**src/rtl/nn4h_pkg.sv**
```systemverilog
// Shared types and Q4.4 constants for the hidden-layer input feeder.
package nn4h_pkg;

    localparam int unsigned DATA_W = 8;
    localparam int unsigned FRAC   = 4;

    localparam logic signed [DATA_W-1:0] Q_MAX = 8'sh7F;
    localparam logic signed [DATA_W-1:0] Q_MIN = 8'sh80;

    typedef enum logic [1:0] {
        FILL,
        IDLE,
        REQ,
        RELEASE
    } feeder_state_t;

endpackage

```
**src/rtl/layer_input_feeder_if.sv**
```systemverilog
// Host write port and layer-side req/ack/read port of the input feeder.
// The slave modport is the feeder itself; the master modport is its environment.
interface layer_input_feeder_if #(
    parameter int unsigned IN_W = 16,
    parameter int unsigned AW   = 1
);
    import nn4h_pkg::*;

    logic                     in_valid;
    logic signed [IN_W-1:0]   in_data;
    logic                     in_ready;
    logic                     fill;
    logic                     req;
    logic                     rd_en;
    logic [AW-1:0]            rd_addr;
    logic signed [DATA_W-1:0] rd_data;
    logic                     ack_layer;
    logic [15:0]              frames_done;

    modport master (
        output in_valid, in_data, rd_en, rd_addr, ack_layer,
        input  in_ready, fill, req, rd_data, frames_done
    );

    modport slave (
        input  in_valid, in_data, rd_en, rd_addr, ack_layer,
        output in_ready, fill, req, rd_data, frames_done
    );

endinterface

```
**src/rtl/feeder_q44_conv.sv**
```systemverilog
// Host sample to Q4.4 conversion; both formats share the fractional bits.
// Define FEEDER_SAT_EN to saturate out-of-range samples instead of wrapping.
module feeder_q44_conv
    import nn4h_pkg::*;
#(
    parameter int unsigned IN_W = 16
) (
    input  logic signed [IN_W-1:0]   din,
    output logic signed [DATA_W-1:0] dout
);

`ifdef FEEDER_SAT_EN
    logic in_range;

    always_comb begin
        // In range only when every bit above the Q4.4 sign matches it.
        in_range = (din[IN_W-1:DATA_W-1] == {(IN_W - DATA_W + 1){din[IN_W-1]}});
        if (in_range) begin
            dout = din[DATA_W-1:0];
        end else if (din[IN_W-1]) begin
            dout = Q_MIN;
        end else begin
            dout = Q_MAX;
        end
    end
`else
    logic unused_hi;

    assign unused_hi = ^din[IN_W-1:DATA_W];
    assign dout      = din[DATA_W-1:0];
`endif

endmodule

```
**src/rtl/layer_input_feeder.sv**
```systemverilog
// Ping-pong vector buffer feeding the hidden layer: weight-fill strobe after reset,
// then one req/ack transaction per full bank while the host fills the other bank.
module layer_input_feeder
    import nn4h_pkg::*;
#(
    parameter int unsigned DEPTH       = 2,
    parameter int unsigned AW          = (DEPTH > 1) ? $clog2(DEPTH) : 1,
    parameter int unsigned IN_W        = 16,
    parameter int unsigned FILL_CYCLES = 2
) (
    input logic                 clk,
    input logic                 rst,
    layer_input_feeder_if.slave bus
);

    localparam int unsigned CW = $clog2(FILL_CYCLES + 1);

    feeder_state_t            state_q, state_d;
    logic [CW-1:0]            fill_cnt_q;
    logic                     ack_q;
    logic                     ack_rise;
    logic [1:0]               full_q, full_d;
    logic                     wr_bank_q, rd_bank_q;
    logic [AW-1:0]            wr_ptr_q;
    logic [15:0]              frames_done_q;
    logic signed [DATA_W-1:0] mem_q [2][DEPTH];
    logic signed [DATA_W-1:0] conv_data;
    logic                     wr_en, wr_last, release_en;

    feeder_q44_conv #(
        .IN_W (IN_W)
    ) u_conv (
        .din  (bus.in_data),
        .dout (conv_data)
    );

    always_ff @(posedge clk or negedge rst) begin
        if (!rst) begin
            state_q <= FILL;
        end else begin
            state_q <= state_d;
        end
    end

    always_comb begin
        state_d = state_q;
        unique case (state_q)
            FILL:    if (fill_cnt_q == CW'(FILL_CYCLES)) state_d = IDLE;
            IDLE:    if (full_q[rd_bank_q]) state_d = REQ;
            REQ:     if (ack_rise) state_d = RELEASE;
            RELEASE: state_d = IDLE;
            default: state_d = FILL;
        endcase
    end

    // fill_cnt_q is zero while reset is held, which keeps fill low until release.
    always_comb begin
        bus.fill     = (state_q == FILL) && (fill_cnt_q != '0);
        bus.req      = (state_q == REQ);
        bus.in_ready = (state_q != FILL) && !full_q[wr_bank_q];
        release_en   = (state_q == RELEASE);
    end

    assign ack_rise = bus.ack_layer && !ack_q;
    assign wr_en    = bus.in_valid && bus.in_ready;
    assign wr_last  = (wr_ptr_q == AW'(DEPTH - 1));

    // The released bank is full, so the write side can never target it this cycle.
    always_comb begin
        full_d = full_q;
        if (release_en) full_d[rd_bank_q] = 1'b0;
        if (wr_en && wr_last) full_d[wr_bank_q] = 1'b1;
    end

    always_ff @(posedge clk or negedge rst) begin
        if (!rst) begin
            fill_cnt_q    <= '0;
            ack_q         <= 1'b1;
            full_q        <= '0;
            wr_bank_q     <= 1'b0;
            rd_bank_q     <= 1'b0;
            wr_ptr_q      <= '0;
            frames_done_q <= '0;
        end else begin
            ack_q  <= bus.ack_layer;
            full_q <= full_d;
            if (state_q == FILL && fill_cnt_q != CW'(FILL_CYCLES)) begin
                fill_cnt_q <= fill_cnt_q + CW'(1);
            end
            if (wr_en) begin
                wr_ptr_q <= wr_last ? '0 : wr_ptr_q + AW'(1);
                if (wr_last) wr_bank_q <= ~wr_bank_q;
            end
            if (release_en) begin
                rd_bank_q     <= ~rd_bank_q;
                frames_done_q <= frames_done_q + 16'd1;
            end
        end
    end

    always_ff @(posedge clk) begin
        if (wr_en) mem_q[wr_bank_q][wr_ptr_q] <= conv_data;
    end

    always_comb begin
        bus.rd_data = '0;
        if (bus.rd_en && (32'(bus.rd_addr) < DEPTH)) begin
            bus.rd_data = mem_q[rd_bank_q][bus.rd_addr];
        end
    end

    assign bus.frames_done = frames_done_q;

endmodule

```
**src/flat_wrapper.sv**
```systemverilog
// flat-port wrapper written by rule: the top's interface ports become plain ports
module layer_input_feeder_flat import nn4h_pkg::*;
#(
    parameter int unsigned DEPTH       = 2,
    parameter int unsigned AW          = (DEPTH > 1) ? $clog2(DEPTH) : 1,
    parameter int unsigned IN_W        = 16,
    parameter int unsigned FILL_CYCLES = 2
)
  (clk, rst, bus_in_valid, bus_in_data, bus_rd_en, bus_rd_addr, bus_ack_layer, bus_in_ready, bus_fill, bus_req, bus_rd_data, bus_frames_done);
  layer_input_feeder_if #(.IN_W(IN_W), .AW(AW)) bus_i ();
  input logic clk;
  input logic rst;
  input wire logic [$bits(bus_i.in_valid)-1:0] bus_in_valid;
  input wire logic [$bits(bus_i.in_data)-1:0] bus_in_data;
  input wire logic [$bits(bus_i.rd_en)-1:0] bus_rd_en;
  input wire logic [$bits(bus_i.rd_addr)-1:0] bus_rd_addr;
  input wire logic [$bits(bus_i.ack_layer)-1:0] bus_ack_layer;
  output wire logic [$bits(bus_i.in_ready)-1:0] bus_in_ready;
  output wire logic [$bits(bus_i.fill)-1:0] bus_fill;
  output wire logic [$bits(bus_i.req)-1:0] bus_req;
  output wire logic [$bits(bus_i.rd_data)-1:0] bus_rd_data;
  output wire logic [$bits(bus_i.frames_done)-1:0] bus_frames_done;
  assign bus_i.in_valid = bus_in_valid;
  assign bus_i.in_data = bus_in_data;
  assign bus_i.rd_en = bus_rd_en;
  assign bus_i.rd_addr = bus_rd_addr;
  assign bus_i.ack_layer = bus_ack_layer;
  assign bus_in_ready = bus_i.in_ready;
  assign bus_fill = bus_i.fill;
  assign bus_req = bus_i.req;
  assign bus_rd_data = bus_i.rd_data;
  assign bus_frames_done = bus_i.frames_done;
  layer_input_feeder #(.DEPTH(DEPTH), .AW(AW), .IN_W(IN_W), .FILL_CYCLES(FILL_CYCLES)) u_core (.clk(clk), .rst(rst), .bus(bus_i));
endmodule
```
**config.mk**
```make
export PLATFORM = sky130hd
export DESIGN_NAME = layer_input_feeder_flat
export DESIGN_NICKNAME = d
export VERILOG_FILES = /design/src/rtl/nn4h_pkg.sv /design/src/rtl/layer_input_feeder_if.sv /design/src/rtl/feeder_q44_conv.sv /design/src/rtl/layer_input_feeder.sv /design/src/flat_wrapper.sv
export SDC_FILE = /design/constraint.sdc
export NUM_CORES = 1
export LEC_CHECK = 0
export BUFFER_PORTS_ARGS = -buffer_cell sky130_fd_sc_hd__buf_2
export CAP_MARGIN = 25
export CORE_MARGIN = 4
export CORE_UTILIZATION = 49
export DETAILED_ROUTE_END_ITERATION = 12
export PLACE_DENSITY = 0.75
export REMOVE_ABC_BUFFERS = 1
export SLEW_MARGIN = 5
export SYNTH_ARGS = -nofsm -noshare
export SYNTH_HDL_FRONTEND = slang
export SYNTH_SLANG_ARGS = --single-unit
```
**constraint.sdc**
```tcl
create_clock -name clk -period 1.93 [get_ports clk]
set_clock_uncertainty 0.1 [all_clocks]
set_input_delay 0.386 -clock clk [delete_from_list [all_inputs] [get_ports clk]]
set_output_delay 0.386 -clock clk [all_outputs]
set_load 0.05 [all_outputs]
```
## Word-level counts from Yosys, hierarchy flattened

Memory sizes are Yosys's and may differ from the RTL's.
Index checks and enable logic that the tools add are counted.
W data, S select, Z words.

| storage, ports and cells | value |
|---|---|
| bits in registers | 26 |
| memories kept | 1 |
| memory bits (writable) | 32 |
| input bits | 22 |

| operators by class | value |
|---|---|
| equality and inequality tests | 8 |
| reductions and logical operators | 16 |
| $add $sub $neg | 3 |
| muxes and demuxes | 23 |
| magnitude comparators | 7 |
| bitwise gates (word level) | 7 |

Memories:

| name | words | width | read ports | clocked after Yosys merged registers in | wr ports | RTL line | source |
|---|---|---|---|---|---|---|---|
| u_core.mem_q | 2 | 16 | 1 | 0 | 1 | layer_input_feeder.sv:26 | `logic signed [DATA_W-1:0] mem_q [2][DEPTH];` |

Operators by type and width:

| operator | number |
|---|---|
| $mux W8 | 5 |
| $add A16 B1 Y16 const B | 1 |
| $mux W16 | 1 |
| $mux W2 | 5 |
| $logic_and A1 B1 Y1 | 9 |
| $demux W8 S1 | 1 |
| $mux W1 | 8 |
| $pmux W2 S4 | 1 |
| $eq A2 B2 Y1 const B | 3 |
| $ne A2 B1 Y1 const B | 3 |
| $ge A2 B2 Y1 const B | 2 |
| $lt A1 B2 Y1 const B | 2 |
| $not A1 Y2 | 2 |
| $reduce_bool A2 Y1 | 2 |
| $reduce_and A3 Y1 | 1 |
| $add A2 B1 Y2 const B | 1 |
| $and A2 B2 Y2 | 1 |
| $demux W1 S1 | 2 |
| $eq A2 B1 Y1 const B | 1 |
| $ge A1 B1 Y1 const B | 2 |
| $logic_not A1 Y1 | 2 |
| $logic_not A2 Y1 | 1 |
| $lt A2 B1 Y1 const B | 1 |
| $ne A2 B2 Y1 const B | 1 |
| other kinds (5) | 6 |

## Logic depth before layout (Yosys ltp)

Gate-level depths: netlist of run 1.

| depth | value |
|---|---|
| depth in word-level cells | 9 |
| gate-level depth with buffers | 6 |

## Modules after synthesis

A second synthesis of run 1 with hierarchy kept.

| second synthesis, totals | value |
|---|---|
| cell total of the unflattened synthesis | 165 |
| area total of the unflattened synthesis | 2557.5 µm² |

Modules (own cells, without submodules):

| module | times used | cells an instance | seq. area each (µm²) | area an instance (µm²) |
|---|---|---|---|---|
| layer_input_feeder | 1 | 157 | 1612.8 | 2497.4 |
| feeder_q44_conv | 1 | 8 | 0.0 | 60.1 |

## Worst setup path after synthesis of run 1

No wires, ideal clock.

| path | value |
|---|---|
| path type | flip-flop to flip-flop |
| start | register u_core.state_q[0] |
| end | memory u_core.mem_q[0][10] (netlist bit) (enable) |
| required time | 1.447 ns |
| slack | -0.057 ns |
| setup time | 0.383 ns |
| stages on the path, launching flop included | 6 |
| data arrival time | 1.504 ns |
| cell sequence | dfrtp_1 -> inv_1 -> ha_1 -> nor2b_1 -> nand2_1 -> nor3_1 |

| on the way | value |
|---|---|
| longest elaborated chain between the ends | 5 |

RTL lines:

| item | RTL line | source |
|---|---|---|
| start, declared | layer_input_feeder.sv:18 | `feeder_state_t state_q, state_d;` |
| start signal, assigned | layer_input_feeder.sv:41 | `state_q <= state_d;` |
| $reduce_bool A2 Y1 | layer_input_feeder.sv:60 | `bus.in_ready = (state_q != FILL) && !full_q[wr_bank_q];` |
| $logic_and A1 B1 Y1 | layer_input_feeder.sv:60 |  |
| $logic_and A1 B1 Y1 | layer_input_feeder.sv:65 | `assign wr_en = bus.in_valid && bus.in_ready;` |
| $mux W1 | layer_input_feeder.sv:102 | `if (wr_en) mem_q[wr_bank_q][wr_ptr_q] <= conv_data;` |
| $mux W16 (not written as such) | layer_input_feeder.sv:102 |  |
| end, declared | layer_input_feeder.sv:26 |  |

Every way passes these cells.

## Worst setup path after layout of run 1

| path | value |
|---|---|
| start | register u_core.rd_bank_q |
| end | output port bus_rd_data[1] |

| on the way | value |
|---|---|
| longest elaborated chain between the ends | 5 |

RTL lines:

| item | RTL line | source |
|---|---|---|
| start, declared | layer_input_feeder.sv:23 | `logic wr_bank_q, rd_bank_q;` |
| start signal, assigned | layer_input_feeder.sv:95 | `rd_bank_q <= ~rd_bank_q;` |
| $mem_v2 Z2 W16 | - |  |
| $mux W8 (not written as such) (3 in a row) | layer_input_feeder.sv:108 | `bus.rd_data = mem_q[rd_bank_q][bus.rd_addr];` |
| $mux W8 | layer_input_feeder.sv:107 | `if (bus.rd_en && (32'(bus.rd_addr) < DEPTH)) begin` |
| end, declared | flat_wrapper.sv:21 | `output wire logic [$bits(bus_i.rd_data)-1:0] bus_rd_data;` |

Every way passes these cells. The select of a mux whose other input is x is not followed.

==> reports/results.ini, run 1 <==
[outcome]
status=finished, violations left
violations=setup timing

[sta]
slew_violations=0
fmax_mhz=461
whs_ns=0.0661
layout_min_cycle_time_ns=2.17
hold_viol_final=0
timing.slew.headroom_pct=62.8
setup_viol=8
worst_slew_pin_slew_ns=0.557
period_share_pct=112
rsz0062_at_grt=true
fin_setup_tns_ns=-1.84
setup_ws_ns=-0.239

[floorplan]
ios=49
start_util_pct=52.0
die_area_sq_um=6390
core_sq_um=4880
rows=25
dieHeight_um=80.0
die_w_um=80.0

[clocking]
cts_tree=done
cts_buffer_depth=2
cts.sinks=58
clock_latency_ns=0.33
cts_root_buffer=clkbuf_8
numCtsBuffers=9
htree_levels=3
path_clk_slew_ns=0.07

[route]
via_per_inst=5.19
wl_per_cell_um=15.8
antenna_left=0
wl_um=4630
drc_errors=0
first_pass_iters=4
drtIter0Drc=57
num_vias=1520

[synthesis]
synth_top_family_by_area=simple AND/OR/NAND/NOR gates
synth_warnings=0
synth_area_leader_cell=edfxtp_1
ys_top_cells_by_area=edfxtp_1, dfrtp_1, mux4_2, ha_1, xor2_1
syn_area_sq_um=2540
ys_ff_latch=58
synth_cell_types=30
synthArstFlopShare_pct=44.8
synth_edf_count=32
synth.mux.area_fraction_pct=9.17
yosys.area.top_type_share_pct=37.9
synth.avg_cell_area_sq_um=15.9
postSynthCellCount=160
ys_seq_area_share_pct=63.6
synth_fa_ha_area_share_pct=3.94
synthSimpleGateAreaFrac_pct=12.8
synthTopCellsByCount=edfxtp_1, dfrtp_1, xor2_1
synth_xor_area_share_pct=6.56
synth_most_common_cell=edfxtp_1
synth_flop_cell=edfxtp_1
synth_compound_area_share_pct=1.48

[placed_design]
port_buffers=40
gp_congestion=0.811
post-place-ws_ns=0.0148
dp.cells=271
dp_hpwl_um=3070

[global_routing]
grt_pass1_vias=1589
grt_overflow=0
antenna_found_initial=0
grt_pass1_wl_um=7470
grt_max_degree=27
grt_usage_pct=16.0

[power_and_ir_drop]
total_power_mw=5.10
leakagePower_nw=1.41
vdd_drop_max_uv=1100
cellPowerDensity_nw_per_um2=1560

[layout]
syn_to_final_growth_pct=28.8
fin_cells=293
n_fill_cell=344
diodes=0
multi_input_area_sq_um=902
drive_above_1_share_pct=44.2
fin_nets=251
seqCellArea_sq_um=1610

[critical_path]
path_buf_inv=2
critPathSlowestCell=mux4_2
r2r_end=u_core.mem_q[1][3]
r2r_slack_ns=0.10
worstPathCellList=buf_12 > mux4_2 > and2_4 > buf_8
end_kind=output port
crit_type=flop to output port
required_ns=1.44
r2r-start=u_core.state_q[1]
crit_arrival_ns=1.68
reg2reg_depth=6
crit_family=multiplexers
critPathLaunchType=flop
path_max_fanout=8
slowest_delay_ns=0.50

[worst_hold_path]
hp-start=bus_ack_layer
hold_depth=1
min_to=u_core.ack_q
hp-class=input port to flop

[job]
maxCapViolations=0

-- cells by family (layout without fill, tap and decap cells) --
| family | count (synthesis) | after routing |
|---|---|---|
| compound gates | 4 | 4 |
| mux | 13 | 13 |
| fa+ha+maj | 8 | 8 |
| simple gates | 46 | 46 |
| buf+inv | 12 | 78 |
| xor+xnor | 19 | 19 |
| flops | 58 | 58 |
-- layout by cell type (no fill, tap or decap), drive strengths merged, types with 3 or more instances in the layout --
cell    Yosys  layout
nand2       9       9
inv         8       8
xor2       11      11
clkbuf      1      10
dfrtp      25      25
xnor2       8       8
edfxtp     32      32
and2       10      10
ha          8       8
nor4        6       6
nor2b       4       4
nand4       6       6
nor3        6       6
clkinv      0       3
mux4        8       8
mux2i       3       3
buf         3      53
-- per-stage QoR --
step / utilization, % / area, sq um
2_1_floorplan: - / 2500
3_3_place_gp: 59.1 / 2890
3_5_place_dp: 59.1 / 2890
4_1_cts: 65.7 / 3210
5_1_grt: 67.0 / 3270
6_report: 67.0 / 3270
-- final cells by class --
| class | instances | share of cell area (%) |
|---|---|---|
| Clock inverter | 6 | 2.49 |
| Clock buffer | 10 | 3.90 |
| Multi-Input combinational cell | 90 | 27.6 |
| Timing Repair Buffer | 54 | 13.2 |
| Inverter | 8 | 0.918 |
| Sequential cell | 58 | 49.4 |
| Tap cell | 67 | 2.56 |
-- flip-flops by register name, indices dropped and copies added (netlist names) --
register                flops
u_core.mem_q               32
u_core.bus.frames_done     16
u_core.fill_cnt_q           2
u_core.full_q               2
u_core.state_q              2
u_core.ack_q                1
u_core.rd_bank_q            1
u_core.wr_bank_q            1
u_core.wr_last              1
-- per-layer routing --
layer  vias up  track usage (%)  wire [um]
met5         -                0          0
met4         0             8.61         85
met3         9             5.64        292
met2        48             27.0       2430
met1       758             17.4       1820
li1        705                -          -
-- report_power, final --
group	switching, mW	internal (mW)
Sequential	0.228	1.61
Clock	0.458	0.718
Combinational	1.16	0.920
Total	1.85	3.25
-- how the worst max path moves through the flow --
stage          cells after the start            endpoint         startpoint  slack, ns
2_1_floorplan                      2      bus_rd_data[0]   u_core.rd_bank_q      -0.08
3_3_place_gp                       4      bus_rd_data[2]   u_core.rd_bank_q       0.06
3_5_place_dp                       6  u_core.mem_q[0][3]  u_core.state_q[0]       0.01
4_1_cts                            4      bus_rd_data[1]   u_core.rd_bank_q      -0.25
5_1_grt                            4      bus_rd_data[5]   u_core.rd_bank_q      -0.31
6_report                           4      bus_rd_data[1]   u_core.rd_bank_q      -0.24
-- timing repair --
| item | 4_1_cts | 5_1_grt |
|---|---|---|
| buffers inserted | 1 | 4 |
| setup endpoints to repair | 10 | 26 |
| resized for setup | 31 | 11 |
| pin swaps | 5 | 1 |
| hold buffers | 1 | 0 |
| endpoints found under the hold margin | 25 | 0 |
-- worst reg2reg max path: stages, from the launching register on --
cell and delay (ns):
dfrtp_1 0.41, inv_2 0.09, ha_4 0.17, nor2b_1 0.14, and3_1 0.27, and2_1 0.21
buf_12 0.14
(Power assumes the default switching activity.)
==> run 2: changes to the inputs <==
- ABC_AREA: default -> 1
- CORE_UTILIZATION: 49 -> 55
- PLACE_DENSITY: 0.75 -> 0.79
- clock period: 1.93 -> 2.2 ns (I/O delays scaled with it)
==> reports/results.ini, run 2 <==
[layout]
n_fill_cell=343
fin_nets=330
layout_commonest_cell=nor2_1
stdcell_area_sq_um=3130
syn_to_final_growth_pct=21.1
layout_common_cells=nor2_1, edfxtp_1, buf_2, nand2_1, inv_1
max_flop_register=u_core.mem_q
fin_cells=357
diodes=0
largest_register_ffs=32
utilization_pct=70.5
drive_above_1_share_pct=25.2

[sta]
whs_ns=-0.0165
timing.slew.headroom_pct=62.2
setup_ws_ns=0.0825
period_share_pct=96.2
hold_viol_final=20
layout_min_cycle_time_ns=2.12
slew_violations=0
worst_slew_pin_slew_ns=0.567
fmax_mhz=472
setup_viol=0

[route]
drc_errors=0
wl_um=4750
via_per_inst=4.91
wl_per_cell_um=13.3
drtIter0Drc=86
num_vias=1754
first_pass_iters=4
antenna_left=0

[outcome]
status=finished, violations left
violations=hold timing

[floorplan]
ios=49
die_area_sq_um=5870
dieHeight_um=76.6
core_sq_um=4440
rows=24
die_w_um=76.6
start_util_pct=58.2

[clocking]
cts_buffer_depth=2
cts.sinks=58
cts_tree=done
ctsResizeCount=0
clock_latency_ns=0.34
cts_root_buffer=clkbuf_8
path_clk_slew_ns=0.07
numCtsBuffers=9
htree_levels=3
post_cts_buffers=0
hold_buffers=0

[global_routing]
grt_max_degree=27
grt_pass1_vias=1761
antenna_found_initial=0
grt_pass1_wl_um=7890
grt_usage_pct=17.6
grt_overflow=0

[synthesis]
synth_edf_count=32
synth_area_leader_cell=edfxtp_1
ys_seq_area_share_pct=62.3
synth.avg_cell_area_sq_um=10.6
ys_ff_latch=58
ys_top_cells_by_area=edfxtp_1, dfrtp_1, nor2_1, nand2_1, inv_1
synthArstFlopShare_pct=44.8
yosys.area.top_type_share_pct=37.1
syn_area_sq_um=2590
synth_warnings=0
postSynthCellCount=245
synth_cell_types=25
synth_most_common_cell=nor2_1
synthTopCellsByCount=nor2_1, edfxtp_1, nand2_1
synth_flop_cell=edfxtp_1

[job]
maxCapViolations=0

[critical_path]
crit_start=u_core.rd_bank_q
cpMostUsedCell=buf_4
crit_arrival_ns=1.58
critPathLaunchType=flop
crit_type=flop to output port
slowest_delay_ns=0.39
critPathSlowestCell=dfrtp_1
r2r-start=u_core.state_q[0]
required_ns=1.66
end_kind=output port
worstPathCellList=buf_4 > inv_2 > buf_6 > o21ai_0 > a21oi_1 > buf_4
path_max_fanout=10

[power_and_ir_drop]
vdd_drop_max_uv=1200
cellPowerDensity_nw_per_um2=1320
leakagePower_nw=1.44

[placed_design]
post-place-ws_ns=0.189
dp.cells=341
gp_congestion=0.747
placedInstanceArea_sq_um=2890
port_buffers=40
dp_hpwl_um=3290

[worst_hold_path]
hp-class=input port to asynchronous set/reset pin

[run 2: changes by cell type in the layout (fill, tap and decap cells not counted), sizes merged, moves of 3 or more]
cell   delta
nand2    +22
nor4      -6
nor2     +46
xnor2     -7
nand3     +9
buf       -4
o21ai    +21
mux4      -8
mux2i     -3
and2     -10
a21oi    +11
nor2b     -4
inv      +22
[run 2: cells by family (layout without fill, tap and decap cells)]
| logic type | Yosys count | count (layout) | synth area share (%) |
|---|---|---|---|
| AOI/OAI and AO/OA | 33 | 33 | 6.82 |
| xor gates and xnor gates | 13 | 13 | 4.40 |
| adders and majority gates | 8 | 8 | 3.87 |
| buffers and inverters | 35 | 95 | 5.56 |
| DFF | 58 | 58 | 62.3 |
| and+or+nand+nor | 98 | 98 | 17.0 |
[run 2: power by group]
part / total [mW] / switching [mW] / internal, mW
combinational: 1.51 / 1.04 / 0.478
clock: 1.05 / 0.417 / 0.629
sequential: 1.57 / 0.163 / 1.40
total: 4.13 / 1.62 / 2.51
[run 2: worst paths after layout]
kind	endpoint	depth (start not counted)	slack (ns)
max in group asynchronous	u_core.state_q[0]	1	1.60
min reg2reg	u_core.bus.frames_done[7]	1	0.43
max	bus_rd_data[4]	6	0.08
min	u_core.bus.frames_done[6]	1	-0.02
min in group clk	u_core.ack_q	1	0.11
max reg2reg	u_core.mem_q[0][10]	9	0.23
[run 2: worst max-delay path, delay by kind of cell (launching register included)]
kind	cells	cell delay [ns]
buf+inv	4	0.60
flops	1	0.39
compound gates	2	0.26
[run 2: final cells by class]
type                            count  area [sq um]  share of cell area, %
Inverter                           30           113                   3.59
Timing Repair Buffer               49           302                   9.62
Sequential cell                    58          1610                   51.5
Multi-Input combinational cell    152           831                   26.5
Clock inverter                      6          81.3                   2.60
Clock buffer                       10           128                   4.07
Tap cell                           52          65.1                   2.08
[run 2: metal layers]
| layer | up-vias | part of all wire, % | GRT usage (%) |
|---|---|---|---|
| met5 | - | 0 | 0 |
| met3 | 10 | 5.0 | 5.08 |
| met1 | 794 | 44 | 19.6 |
| li1 | 910 | - | - |
| met2 | 40 | 50 | 30.8 |
| met4 | 0 | 1.3 | 8.15 |
[run 2: per-stage QoR]
step / setup TNS, ns / power, mW
after floorplan: -2.17 / 2.63
after global placement: 0 / 3.00
after detailed placement: 0 / 3.06
after CTS: 0 / 4.11
after global routing: -0.0117 / 4.37
final: 0 / 4.13
